===== config.mk =====
export PLATFORM = sky130hd
export DESIGN_NAME = mm_result_regs
export DESIGN_NICKNAME = d
export VERILOG_FILES = /design/src/rtl/mm_result_regs.sv
export SDC_FILE = /design/constraint.sdc
export NUM_CORES = 1
export LEC_CHECK = 0
export CAP_MARGIN = 30
export CORE_MARGIN = 2
export CORE_UTILIZATION = 38
export CTS_CLUSTER_DIAMETER = 150
export DETAILED_ROUTE_END_ITERATION = 10
export PLACE_DENSITY = 0.84
export SLEW_MARGIN = 20
export SYNTH_ARGS = -nofsm -noshare
export SYNTH_HDL_FRONTEND = slang
export SYNTH_SLANG_ARGS = --single-unit

===== constraint.sdc =====
create_clock -name clk -period 1.43 [get_ports clk]
set_input_delay 0.2145 -clock clk [delete_from_list [all_inputs] [get_ports clk]]
set_output_delay 0.2145 -clock clk [all_outputs]
set_load 0.01 [all_outputs]

===== src/rtl/mm_result_regs.sv =====
// ---------------------------------------------------------------------------
// mm_result_regs
//
// Output-stage register bank of the matrix-multiplier datapath. Sits between
// the multiply/accumulate array and the result write-back path and holds two
// independent, individually enabled pipeline registers:
//
//   finaldata_reg      : captures the widened accumulator result, narrows it
//                        to DATA_WIDTH bits (saturating) and flags overflow.
//   partialproduct_reg : captures a 2*DATA_WIDTH-bit partial product and its
//                        carry, unmodified.
//
// Ports (mm_result_regs):
//   clk                 in   1              rising-edge clock
//   reset_n             in   1              synchronous reset, ACTIVE HIGH
//   en_FDReg            in   1              final-data load enable
//   fd_inData           in   2*DW+1         widened accumulator result
//   fd_outData          out  DW             registered, narrowed result
//   fd_resultIsInvalid  out  1              registered overflow flag
//   en_PPReg            in   1              partial-product load enable
//   pp_inData           in   2*DW           partial product
//   pp_cin              in   1              carry belonging to pp_inData
//   pp_outData          out  2*DW           registered partial product
//   pp_cout             out  1              registered carry
//
// All outputs come straight from flops; there is no input-to-output
// combinational path. Reset overrides both enables.
// ---------------------------------------------------------------------------

// ---------------------------------------------------------------------------
// finaldata_reg
//
// Narrowing register for the accumulator result. Any set bit at or above
// position DATA_WIDTH means the value does not fit; the output then saturates
// to all ones and the invalid flag is raised. An in-range all-ones value is a
// legitimate result and leaves the flag clear.
//
// Ports:
//   clk        in   1           clock
//   srst       in   1           synchronous active-high reset
//   en_i       in   1           load enable
//   data_i     in   2*DW+1      widened input
//   data_o     out  DW          narrowed registered result
//   invalid_o  out  1           registered overflow flag
// ---------------------------------------------------------------------------
module finaldata_reg #(
   parameter int DATA_WIDTH = 8
) (
   input  logic                    clk,
   input  logic                    srst,
   input  logic                    en_i,
   input  logic [2*DATA_WIDTH:0]   data_i,
   output logic [DATA_WIDTH-1:0]   data_o,
   output logic                    invalid_o
);

   localparam int IN_W = 2*DATA_WIDTH + 1;

   logic [IN_W-1:DATA_WIDTH] upper_bits;
   logic                     overflow;
   logic [DATA_WIDTH-1:0]    narrowed;

   logic [DATA_WIDTH-1:0]    data_q, data_d;
   logic                     invalid_q, invalid_d;

   assign upper_bits = data_i[IN_W-1:DATA_WIDTH];
   assign overflow   = |upper_bits;

   // Per-bit saturation: every result bit is forced high on overflow.
   generate
      for (genvar gi = 0; gi < DATA_WIDTH; gi++) begin : g_sat
         assign narrowed[gi] = data_i[gi] | overflow;
      end
   endgenerate

   always_comb begin
      data_d    = data_q;
      invalid_d = invalid_q;
      if (en_i) begin
         data_d    = narrowed;
         invalid_d = overflow;
      end
   end

   always_ff @(posedge clk) begin
      if (srst) begin
         data_q    <= '0;
         invalid_q <= 1'b0;
      end else begin
         data_q    <= data_d;
         invalid_q <= invalid_d;
      end
   end

   assign data_o    = data_q;
   assign invalid_o = invalid_q;

endmodule

// ---------------------------------------------------------------------------
// partialproduct_reg
//
// Plain enabled register for a partial product and its carry. Data passes
// through untouched.
//
// Ports:
//   clk     in   1        clock
//   srst    in   1        synchronous active-high reset
//   en_i    in   1        load enable
//   data_i  in   2*DW     partial product
//   cin_i   in   1        carry in
//   data_o  out  2*DW     registered partial product
//   cout_o  out  1        registered carry
// ---------------------------------------------------------------------------
module partialproduct_reg #(
   parameter int DATA_WIDTH = 8
) (
   input  logic                      clk,
   input  logic                      srst,
   input  logic                      en_i,
   input  logic [2*DATA_WIDTH-1:0]   data_i,
   input  logic                      cin_i,
   output logic [2*DATA_WIDTH-1:0]   data_o,
   output logic                      cout_o
);

   logic [2*DATA_WIDTH-1:0] data_q, data_d;
   logic                    carry_q, carry_d;

   always_comb begin
      data_d  = data_q;
      carry_d = carry_q;
      if (en_i) begin
         data_d  = data_i;
         carry_d = cin_i;
      end
   end

   always_ff @(posedge clk) begin
      if (srst) begin
         data_q  <= '0;
         carry_q <= 1'b0;
      end else begin
         data_q  <= data_d;
         carry_q <= carry_d;
      end
   end

   assign data_o = data_q;
   assign cout_o = carry_q;

endmodule

// ---------------------------------------------------------------------------
// mm_result_regs : wrapper joining the two registers. Note that reset_n is
// active HIGH despite its name.
// ---------------------------------------------------------------------------
module mm_result_regs #(
   parameter int DATA_WIDTH = 8
) (
   input  logic                      clk,
   input  logic                      reset_n,
   input  logic                      en_FDReg,
   input  logic [2*DATA_WIDTH:0]     fd_inData,
   output logic [DATA_WIDTH-1:0]     fd_outData,
   output logic                      fd_resultIsInvalid,
   input  logic                      en_PPReg,
   input  logic [2*DATA_WIDTH-1:0]   pp_inData,
   input  logic                      pp_cin,
   output logic [2*DATA_WIDTH-1:0]   pp_outData,
   output logic                      pp_cout
);

   logic srst;
   assign srst = reset_n;

   finaldata_reg #(
      .DATA_WIDTH (DATA_WIDTH)
   ) u_finaldata_reg (
      .clk       (clk),
      .srst      (srst),
      .en_i      (en_FDReg),
      .data_i    (fd_inData),
      .data_o    (fd_outData),
      .invalid_o (fd_resultIsInvalid)
   );

   partialproduct_reg #(
      .DATA_WIDTH (DATA_WIDTH)
   ) u_partialproduct_reg (
      .clk    (clk),
      .srst   (srst),
      .en_i   (en_PPReg),
      .data_i (pp_inData),
      .cin_i  (pp_cin),
      .data_o (pp_outData),
      .cout_o (pp_cout)
   );

endmodule


# Word-level counts from Yosys, hierarchy flattened
# Index checks and enable logic that the tools add are counted.
[word_totals]
ramBits = 0
memories = 0
wordCells = 13
regBits = 26
mem_bits_ro = 0
inputBits = 38
latch_bits = 0
[op_classes]
n_mux = 0
addsub = 0
n_reduce_logical = 1
div = 0
n_shift = 0
eq_ne = 0
multipliers = 0
bitwise_logic = 8
order_cmp = 0
[ops]
columns = ["cell", "n"]
rows = [
  ["$reduce_or A9 Y1", 1],
  ["$or A1 B1 Y1", 8],
]

# Depth between registers and ports, before layout
# Gate-level depths: netlist of run 1.
[depth]
word_depth = 2
depth_mapped = 4

# By module
# From an unflattened synthesis of run 1, not the netlist that was laid out.
[hier_totals]
cells_unflattened = 97
hier_area_um2 = 1009.7
[by_module_without_submodules]
columns = ["module", "seq_area_each_um2", "area_per_inst_um2", "instances", "cells_per_inst"]
rows = [
  ["partialproduct_reg", 340.3, 614.3, 1, 55],
  ["finaldata_reg", 180.2, 395.4, 1, 42],
]

# Worst setup path before layout of run 1
# No wires, ideal clock.
[synth_timing]
path_kind = "input-to-reg"
start = "in en_FDReg"
end = "reg u_finaldata_reg.data_q[0] (netlist: u_finaldata_reg.data_o[0])"
required_ns = 1.315
t_arrival_ns = 0.854
n_path_buf = 1
setup_slack_ns = 0.461
stages = 4
cell_sequence = "buf_6 nor4b_4 nand3_4 o21a_1"
[synth_rtl]
columns = ["element", "line_no", "source"]
rows = [
  ["start, declared", "163", "input logic en_FDReg,"],
  ["end signal, assigned", "90", "data_q <= data_d;"],
  ["end, declared", "63", "logic [DATA_WIDTH-1:0] data_q, data_d;"],
]

# Final worst setup path of run 1
[layout_timing]
start = "reg u_partialproduct_reg.data_q[8] (netlist: u_partialproduct_reg.data_o[8])"
end = "out pp_outData[8]"
[layout_rtl]
columns = ["element", "line_no", "source"]
rows = [
  ["start, declared", "127", "logic [2*DATA_WIDTH-1:0] data_q, data_d;"],
  ["start signal, assigned", "144", "data_q <= data_d;"],
  ["end, declared", "170", "output logic [2*DATA_WIDTH-1:0] pp_outData,"],
]
# No word-level cell between the ends.

==> flow_summary_export.csv, run 1 <==
group,metric,value,unit
synthesis,synth_area,995,um^2
synthesis,synth_top_family_by_area,"simple AND/OR/NAND/NOR gates",
worst_setup_path,worstPathArrival,960,ps
worst_setup_path,rr_worst_depth,3,
global_route,antenna_found_initial,0,
worst_setup_path,crit_path_end_kind,"primary output",
detailed_routing,drt_iter0_drc,10,
die,io_pins,64,
synthesis,synth.distinct_cells,11,
synthesis,synthAdderAreaFrac,0,
timing,max_freq,852,MHz
final_layout,fin_area,1700,um^2
clock_network,holdBufCountCts,0,
synthesis,muxShareOfSynthArea,0.171,
placement,postPlaceCellArea,1670,um^2
final_layout,fin_nets,201,
hold_path,hold_path_class,"in2reg",
clock_network,ctsHtreeMaxLevel,1,
die,die_h,55.2,um
final_layout,num_antenna_cells,0,
worst_setup_path,max_stage_delay,350,ps
global_route,grt-ovfl-total,0,
synthesis,syn-num-nets,135,
final_layout,fillers,221,
timing,finalHoldViolCount,0,
worst_setup_path,cp_num_buf_inv,1,
timing,period_minus_slack,1170,ps
synthesis,syn_inst,97,
power_and_ir_drop,ir_drop,685,uV
timing,hold_ws,487,ps
worst_setup_path,crit_path_start,"u_partialproduct_reg.data_o[8]",
synthesis,netlist.area_leader.share,0.523,
placement,place_inst,188,
worst_setup_path,crit_path_end,"pp_outData[8]",
timing,fin_tns_setup,0,ps
detailed_routing,wirelength,2280,um
clock_network,post-cts-setup-buffers,0,
placement,hpwl,1820,um
synthesis,ys_ff_latch,26,
die,start_util,0.402,
clock_network,clkSlewWorstSetupHoldPaths,130,ps
worst_setup_path,crit_type,"reg2out",
timing,rsz0062_at_grt,"false",
detailed_routing,via_count,873,
timing,setup-violations-final,0,
detailed_routing,wl_per_cell,11.9,um
synthesis,seq_area_frac_synth,0.523,
placement,routabilityCongestion,0.756,
timing,slew_violations,0,
die,die_x,55.2,um
die,die-area,3040,um^2
final_layout,syn_to_final_growth,70.8,%
synthesis,synth_compound_area_frac,0.0604,
final_layout,finalNonFillerCells,192,
power_and_ir_drop,power.density,857,nW/um^2
clock_network,cts_root_buf,"clkbuf_4",
die,core,2480,um^2
worst_setup_path,start_kind,"flop",
die,rows,18,
worst_setup_path,r2r-end,"u_finaldata_reg.invalid_o",
synthesis,yosysTopAreaCell,"dfxtp_1",
detailed_routing,ant_nets,0,
worst_setup_path,rrSetupSlack,740,ps
clock_network,cts.path.max_buffers,2,
power_and_ir_drop,leakagePower,0.873,nW
timing,fin_skew,0,ps
clock_network,cts_tree,"yes",
synthesis,yosys.area_share.simple,0.205,
power_and_ir_drop,total_power,1.46,mW
synthesis,synthTopCellsByArea,"dfxtp_1 52%, mux2i_1 17%, nor2_1 14%, o21a_1 6.0%, nor4b_4 2.4%",
synthesis,synth-xor-area-share,0,
synthesis,synth_warnings,0,
status,run_status,"complete, no violations",
clock_network,clk_latency,310,ps
final_layout,drive_gt1_frac,0.0679,
run,drv_cap,0,
detailed_routing,route.detailed.drc,0,
global_route,grt_usage,0.161,
worst_setup_path,slowest_stage,"dfxtp_1",
global_route,grt_pass1_wl,3470,um
global_route,grt_pass1_vias,868,
synthesis,synth_area_per_cell,10.3,um^2
worst_setup_path,cp.required,1220,ps
worst_setup_path,crit_fanout,2,
clock_network,cts_sinks,26,
worst_setup_path,critical-path-top-delay-family,"flip-flops",
placement,port_buffers,63,
worst_setup_path,path_cells,"dlygate4sd2_1",
worst_setup_path,cp.depth,1,
global_route,grt_max_degree,18,
detailed_routing,firstDrtPassIters,4,
hold_path,worstHoldPathCells,2,
detailed_routing,via_per_inst,4.55,
timing,fin_crit_sh,0.821,
clock_network,cts_buffers,3,
timing,relSlewSlack,0.832,
timing,tightestPinTransition,250,ps
worst_setup_path,worstReg2RegStart,"u_finaldata_reg.invalid_o",
timing repair:
action                     4_1_cts  5_1_grt
hold endpoints to repair         0        0
setup endpoints to repair       18        8
resized for setup               18        8
cell usage after synthesis:
master    instances
clkbuf_1          2
o21a_1            8
buf_6             2
nor4b_4           1
mux2i_1          17
nor2_1           36
dfxtp_1          26
buf_2             2
nor4_4            1
and2_1            1
nand3_4           1
state kept, by name (all words and copies together) (netlist names):
name / cells
u_partialproduct_reg.data_o: 16
u_partialproduct_reg.cout_o: 1
u_finaldata_reg.invalid_o: 1
u_finaldata_reg.data_o: 8
per-layer routing:
metal / GRT usage / vias to the layer above / part of all wire
li1: - / 449 / -
met3: 0.0403 / 2 / 0.094
met4: 0.0854 / 0 / 0.011
met1: 0.165 / 378 / 0.40
met5: 0 / - / 0
met2: 0.298 / 44 / 0.50
layout by cell type, fill, tap and decap left out:
cell	n
clkdlybuf4s50_1	37
nor4_4	1
dfxtp_1	26
buf_4	3
buf_12	1
o21a_1	8
dlymetal6s2s_1	8
clkbuf_4	3
dlygate4sd2_1	18
nor4b_4	1
mux2i_1	17
nor2_1	36
and2_1	1
nand3_4	1
clkbuf_8	1
layout make-up:
type,instances,area [um^2],area share
Clock buffer,4,36.3,0.0214
Multi-Input combinational cell,65,434,0.256
Tap cell,30,37.5,0.0221
Sequential cell,26,520,0.306
Timing Repair Buffer,67,671,0.395
worst min-delay path by stage:
stage	endpoint	from	slack, ps
after CTS	u_finaldata_reg.data_o[5]	fd_inData[5]	480
after global routing	u_finaldata_reg.data_o[5]	fd_inData[5]	480
after floorplan	u_finaldata_reg.data_o[0]	fd_inData[0]	340
after global placement	u_partialproduct_reg.cout_o	u_partialproduct_reg.cout_o	470
after detailed placement	u_partialproduct_reg.data_o[3]	u_partialproduct_reg.data_o[3]	480
final	u_finaldata_reg.data_o[5]	fd_inData[5]	490
logic make-up (layout without fill, tap and decap cells):
group,Yosys count,count (layout)
AND/OR/NAND/NOR,40,40
flip-flops,26,26
AO/OA/AOI/OAI,8,8
buffers and inverters,6,71
multiplexers,17,17
through the flow:
stage                     setup slack, ps  utilization
after floorplan                       461            -
after global placement              -6.90        0.672
after detailed placement            -47.1        0.672
after CTS                           0.778        0.678
after global routing                  210        0.686
final                                 256        0.686
where the power goes:
part / internal, mW / switching (mW) / total (mW)
Sequential: 0.771 / 0.0212 / 0.792
Combinational: 0.195 / 0.117 / 0.312
Clock: 0.155 / 0.196 / 0.352
Note: power is estimated with default switching activity, not from simulation.
==> inputs of run 2 (changes only) <==
Settings changed: CORE_UTILIZATION 38 to 35, PLACE_DENSITY 0.84 to 0.78.
Clock period 1.43 ns to 1.17 ns, I/O delays scaled along.
==> flow_summary_export.csv, run 2 (same netlist as run 1, synthesis figures left out) <==
group,metric,value,unit
global_route,grt-ovfl-total,0,
final_layout,fin_nets,202,
clock_network,clk_latency,310,ps
detailed_routing,wl_met1,967,um
power_and_ir_drop,combPwrFrac,0.198,
timing,fin_ws,59.8,ps
global_route,grt_usage,0.149,
die,die_h,57.3,um
status,run_status,"complete, no violations",
hold_path,hold_path_class,"in2reg",
power_and_ir_drop,leakagePower,0.768,nW
timing,tightestPinTransition,250,ps
detailed_routing,via_per_inst,4.56,
worst_setup_path,crit_path_end_kind,"primary output",
final_layout,syn_to_final_growth,73.3,%
timing,setup-violations-final,0,
final_layout,num_antenna_cells,0,
hold_path,worstHoldPathCells,3,
detailed_routing,route.detailed.drc,0,
final_layout,layout_commonest_cell,"clkdlybuf4s50_1",
clock_network,cts.path.max_buffers,2,
worst_setup_path,crit_type,"reg2out",
power_and_ir_drop,clock_power_share,0.304,
die,die_x,57.3,um
worst_setup_path,rrSetupSlack,460,ps
clock_network,cts_root_buf,"clkbuf_4",
global_route,grt_pass1_wl,3840,um
placement,hpwl,1880,um
placement,port_buffers,63,
final_layout,drive_gt1_frac,0.135,
power_and_ir_drop,power.internal,1.53,mW
worst_setup_path,rr_worst_depth,3,
timing,relSlewSlack,0.832,
detailed_routing,routed.top_layer,"met4",
die,io_pins,64,
clock_network,cts_buffers,3,
detailed_routing,via_count,884,
clock_network,cts_tree,"yes",
die,die-area,3280,um^2
timing,fin_crit_sh,0.949,
detailed_routing,firstDrtPassIters,4,
detailed_routing,wl_per_cell,12.0,um
timing,finalHoldViolCount,0,
worst_setup_path,r2r-end,"u_finaldata_reg.invalid_o",
worst_setup_path,crit_fanout,2,
hold_path,hold_path_startpoint,"pp_inData[14]",
run,drv_cap,0,
worst_setup_path,critical-path-top-delay-family,"flip-flops",
final_layout,final_core_util,0.631,
placement,dpl_worst_slack,-262,ps
worst_setup_path,path_cells,"dlygate4sd2_1",
worst_setup_path,worstPathArrival,930,ps
worst_setup_path,start_kind,"flop",
clock_network,cts_sinks,26,
worst_setup_path,max_stage_delay,360,ps
power_and_ir_drop,ir_drop,701,uV
worst_setup_path,worstReg2RegStart,"u_finaldata_reg.invalid_o",
worst_setup_path,cp_num_buf_inv,1,
power_and_ir_drop,total_power,1.96,mW
clock_network,holdBufCountCts,0,
detailed_routing,wl_met2,1090,um
final_layout,layout_common_cells,"37 x clkdlybuf4s50_1, 36 x nor2_1, 18 x dfxtp_1, 17 x mux2i_1",
hold_path,min_to,"u_partialproduct_reg.data_o[14]",
worst_setup_path,cp.required,990,ps
detailed_routing,wl_met3,252,um
worst_setup_path,cp.depth,1,
power_and_ir_drop,seq_power_share,0.497,
clock_network,post-cts-setup-buffers,0,
global_route,antenna_found_initial,0,
final_layout,largest_reg_flops,16,
timing,period_minus_slack,1110,ps
timing,max_freq,901,MHz
power_and_ir_drop,power.density,1130,nW/um^2
worst_setup_path,slowest_stage,"dfxtp_1",
timing,slew_violations,0,
power_and_ir_drop,swShare,0.215,
final_layout,fillers,242,
detailed_routing,drt_iter0_drc,19,
timing,fin_skew,0,ps
global_route,grt_pass1_vias,930,
global_route,grt_max_degree,18,
die,rows,19,
clock_network,ctsHtreeMaxLevel,1,
placement,routabilityCongestion,0.689,
detailed_routing,wirelength,2330,um
power_and_ir_drop,switchingPower,0.421,mW
die,start_util,0.364,
detailed_routing,ant_nets,0,
timing,rsz0062_at_grt,"false",
die,core,2730,um^2
clock_network,clkSlewWorstSetupHoldPaths,140,ps
[run 2: layout make-up]
| cell class | count | area [um^2] | share of cell area |
|---|---|---|---|
| clock inverters | 1 | 30.0 | 0.0174 |
| multi-input cells | 65 | 434 | 0.252 |
| repair buffers | 68 | 668 | 0.388 |
| well taps | 31 | 38.8 | 0.0225 |
| flip-flops and latches | 26 | 531 | 0.308 |
| clock buffers | 3 | 22.5 | 0.0131 |
[run 2: how the worst max path moves through the flow]
stage,from,to,slack (ps)
after floorplan,en_FDReg,u_finaldata_reg.data_o[0],240
after CTS,u_finaldata_reg.data_o[4],fd_outData[4],20
after global placement,fd_inData[14],u_finaldata_reg.data_o[7],-230
after detailed placement,fd_inData[14],u_finaldata_reg.data_o[4],-260
after global routing,u_partialproduct_reg.data_o[13],pp_outData[13],0.6
final,u_partialproduct_reg.data_o[8],pp_outData[8],60
[run 2: power groups by stage]
stage | clock (mW) | combinational (mW) | sequential, mW
6_report | 0.595 | 0.388 | 0.973
3_5_place_dp | 0 | 0.426 | 0.991
4_1_cts | 0.614 | 0.390 | 0.969
3_3_place_gp | 0 | 0.417 | 0.988
2_1_floorplan | 0 | 0.123 | 1.02
5_1_grt | 0.666 | 0.419 | 0.982
[run 2: per-layer routing]
metal | track usage | vias up
met5 | 0 | -
met4 | 0.0498 | 0
met3 | 0.0522 | 2
met2 | 0.258 | 48
met1 | 0.172 | 382
li1 | - | 452
[run 2: worst register-to-register path: cells and delay by family (launching register included)]
| family | cells | cell delay, ps |
|---|---|---|
| flip-flops | 1 | 350 |
| AND/OR/NAND/NOR | 3 | 270 |
[run 2: timing repair]
| action | CTS | global route |
|---|---|---|
| endpoints found under the hold margin | 0 | 0 |
| setup endpoints to repair | 26 | 21 |
| gates resized for setup | 26 | 24 |
[run 2: per-stage QoR]
step           hold WS, ps  std cells  TNS (ps)  cell area [um^2]
6_report               452        194         0              1720
5_1_grt                419        194         0              1720
4_1_cts                446        194         0              1710
3_5_place_dp           485        190     -3440              1690
3_3_place_gp           474        190     -3020              1690
2_1_floorplan          299         97         0               995
==> inputs of run 3 (changes only) <==
Settings changed: PLACE_DENSITY 0.78 to 0.77, SYNTH_HIERARCHICAL from default to 1.
==> flow_summary_export.csv, run 3 <==
group,metric,value,unit
final_layout,final_core_util,0.608,
detailed_routing,via_count,885,
worst_setup_path,worstPathArrival,950,ps
placement,routabilityCongestion,0.665,
final_layout,syn_to_final_growth,66.0,%
power_and_ir_drop,ir_drop,683,uV
final_layout,seqCellArea,523,um^2
global_route,grt_pass1_wl,4000,um
clock_network,cts_tree,"yes",
final_layout,largest_reg_flops,16,
die,die-area,3330,um^2
timing,slew_violations,0,
clock_network,cts_sinks,26,
detailed_routing,wirelength,2500,um
synthesis,synth_edf_count,0,
worst_setup_path,rr_worst_depth,3,
die,core,2760,um^2
synthesis,netlist.area_leader.share,0.515,
hold_path,worstHoldPathCells,2,
detailed_routing,ant_nets,0,
worst_setup_path,max_stage_delay,360,ps
final_layout,fin_nets,201,
timing,max_freq,892,MHz
synthesis,yosysTopAreaCell,"dfxtp_1",
worst_setup_path,crit_path_end_kind,"primary output",
detailed_routing,firstDrtPassIters,4,
worst_setup_path,cp.required,990,ps
synthesis,seq_area_frac_synth,0.515,
worst_setup_path,crit_type,"reg2out",
timing,fin_tns_setup,0,ps
die,rows,19,
final_layout,num_antenna_cells,0,
synthesis,synthTopCellsByArea,"dfxtp_1 52%, mux2i_1 17%, nor2_1 13%, o21a_1 5.9%, nor4b_4 2.4%",
placement,hpwl,2010,um
clock_network,clk_latency,300,ps
clock_network,cts.path.max_buffers,2,
worst_setup_path,start_kind,"flop",
global_route,grt_max_degree,18,
global_route,grt_pass1_vias,931,
worst_setup_path,slowest_stage,"dfxtp_2",
synthesis,syn-num-nets,135,
hold_path,hold_path_class,"in2reg",
synthesis,syn_inst,97,
clock_network,clkSlewWorstSetupHoldPaths,130,ps
die,die_h,57.7,um
detailed_routing,drt_iter0_drc,28,
timing,rsz0062_at_grt,"false",
clock_network,holdBufCountCts,0,
die,io_pins,64,
worst_setup_path,cp_num_buf_inv,1,
synthesis,ys_top_cells_by_count,"36 x nor2_1, 26 x dfxtp_1, 17 x mux2i_1, 8 x o21a_1, 2 x buf_6",
timing,finalHoldViolCount,0,
synthesis,yosysMostFrequentCell,"nor2_1",
power_and_ir_drop,power.density,1020,nW/um^2
final_layout,layout_common_cells,"37 x clkdlybuf4s50_1, 36 x nor2_1, 24 x dfxtp_1, 22 x dlygate4sd2_1, 17 x mux2i_1",
status,run_status,"complete, no violations",
synthesis,synth_area_per_cell,10.4,um^2
timing,setup-violations-final,0,
clock_network,ctsHtreeMaxLevel,1,
synthesis,ys_ff_latch,26,
timing,period_minus_slack,1120,ps
final_layout,multi_input_area,434,um^2
timing,relSlewSlack,0.830,
final_layout,layout_commonest_cell,"clkdlybuf4s50_1",
clock_network,cts_root_buf,"clkbuf_4",
global_route,antenna_found_initial,0,
placement,port_buffers,63,
worst_setup_path,critical-path-top-delay-family,"flip-flops",
die,start_util,0.366,
synthesis,async_flop_share,0,
detailed_routing,route.detailed.drc,0,
global_route,grt_usage,0.152,
run,drv_cap,0,
synthesis,synth.distinct_cells,13,
power_and_ir_drop,leakagePower,0.774,nW
timing,hold_ws,455,ps
detailed_routing,wl_per_cell,13.0,um
worst_setup_path,crit_fanout,2,
clock_network,cts_buffers,3,
worst_setup_path,path_cells,"dlygate4sd2_1",
timing,tightestPinTransition,253,ps
final_layout,drive_gt1_frac,0.0745,
die,die_x,57.7,um
detailed_routing,via_per_inst,4.61,
synthesis,ys.flop_type,"dfxtp_1",
synthesis,synth_area,1010,um^2
synthesis,synth_warnings,6,
final_layout,fillers,236,
global_route,grt-ovfl-total,0,
timing,fin_skew,0,ps
worst_setup_path,cp.depth,1,
timing,fin_crit_sh,0.959,
-- run 3: changes by cell type in the layout (fill, tap and decap cells not counted), moves of 2 or more --
cell	delta
dfxtp_2	-6
clkdlybuf4s15_1	-8
dlygate4sd2_1	+10
clkbuf_2	-2
dfxtp_1	+6
-- run 3: per-stage QoR --
stage	worst slack [ps]	power, mW	instances	instance area (um^2)
finish	48.4	1.72	192	1680
global route	1.38	1.80	192	1680
detailed placement	-261	1.42	189	1680
floorplan	240	1.14	97	1010
global placement	-229	1.40	189	1680
CTS	2.34	1.73	192	1670
-- run 3: layer usage --
layer	routed length, um	track usage
met1	951	0.169
met2	1270	0.276
met3	265	0.0446
met4	16	0.0498
met5	0	0
-- run 3: cell type report --
class	count	area share
Timing Repair Buffer	67	0.393
Clock buffer	3	0.0134
Sequential cell	26	0.312
Multi-Input combinational cell	65	0.259
Tap cell	31	0.0231
-- run 3: where the power goes --
part           internal (mW)  leakage, nW  switching [mW]
clock                  0.120       0.0138           0.240
combinational          0.238        0.543           0.147
sequential             0.943        0.216          0.0270
total                   1.30        0.774           0.415
-- run 3: path summary, 6_finish.rpt --
check	from	endpoint	slack, ps
worst min register to register	u_partialproduct_reg/data_o[5]	u_partialproduct_reg/data_o[5]	500
worst min-delay path	fd_inData[3]	u_finaldata_reg/data_o[3]	450
worst max-delay path	u_finaldata_reg/data_o[3]	fd_outData[3]	50
worst max register to register	u_finaldata_reg/data_o[2]	u_finaldata_reg/data_o[2]	460
-- run 3: cell families after synthesis --
logic type	count (synthesis)	synth area share
buf+inv	6	0.0545
mux	17	0.169
compound gates	8	0.0595
flops	26	0.515
simple gates	40	0.202
-- run 3: repair_timing --
action                     CTS  global route
setup buffers                0             0
setup endpoints to repair   26             6
gates resized for setup     26             6
-- run 3: worst register-to-register path: cells and delay by family (launching register included) --
kind | cells | cell delay (ps)
compound gates | 1 | 140
flops | 1 | 360
simple gates | 2 | 160
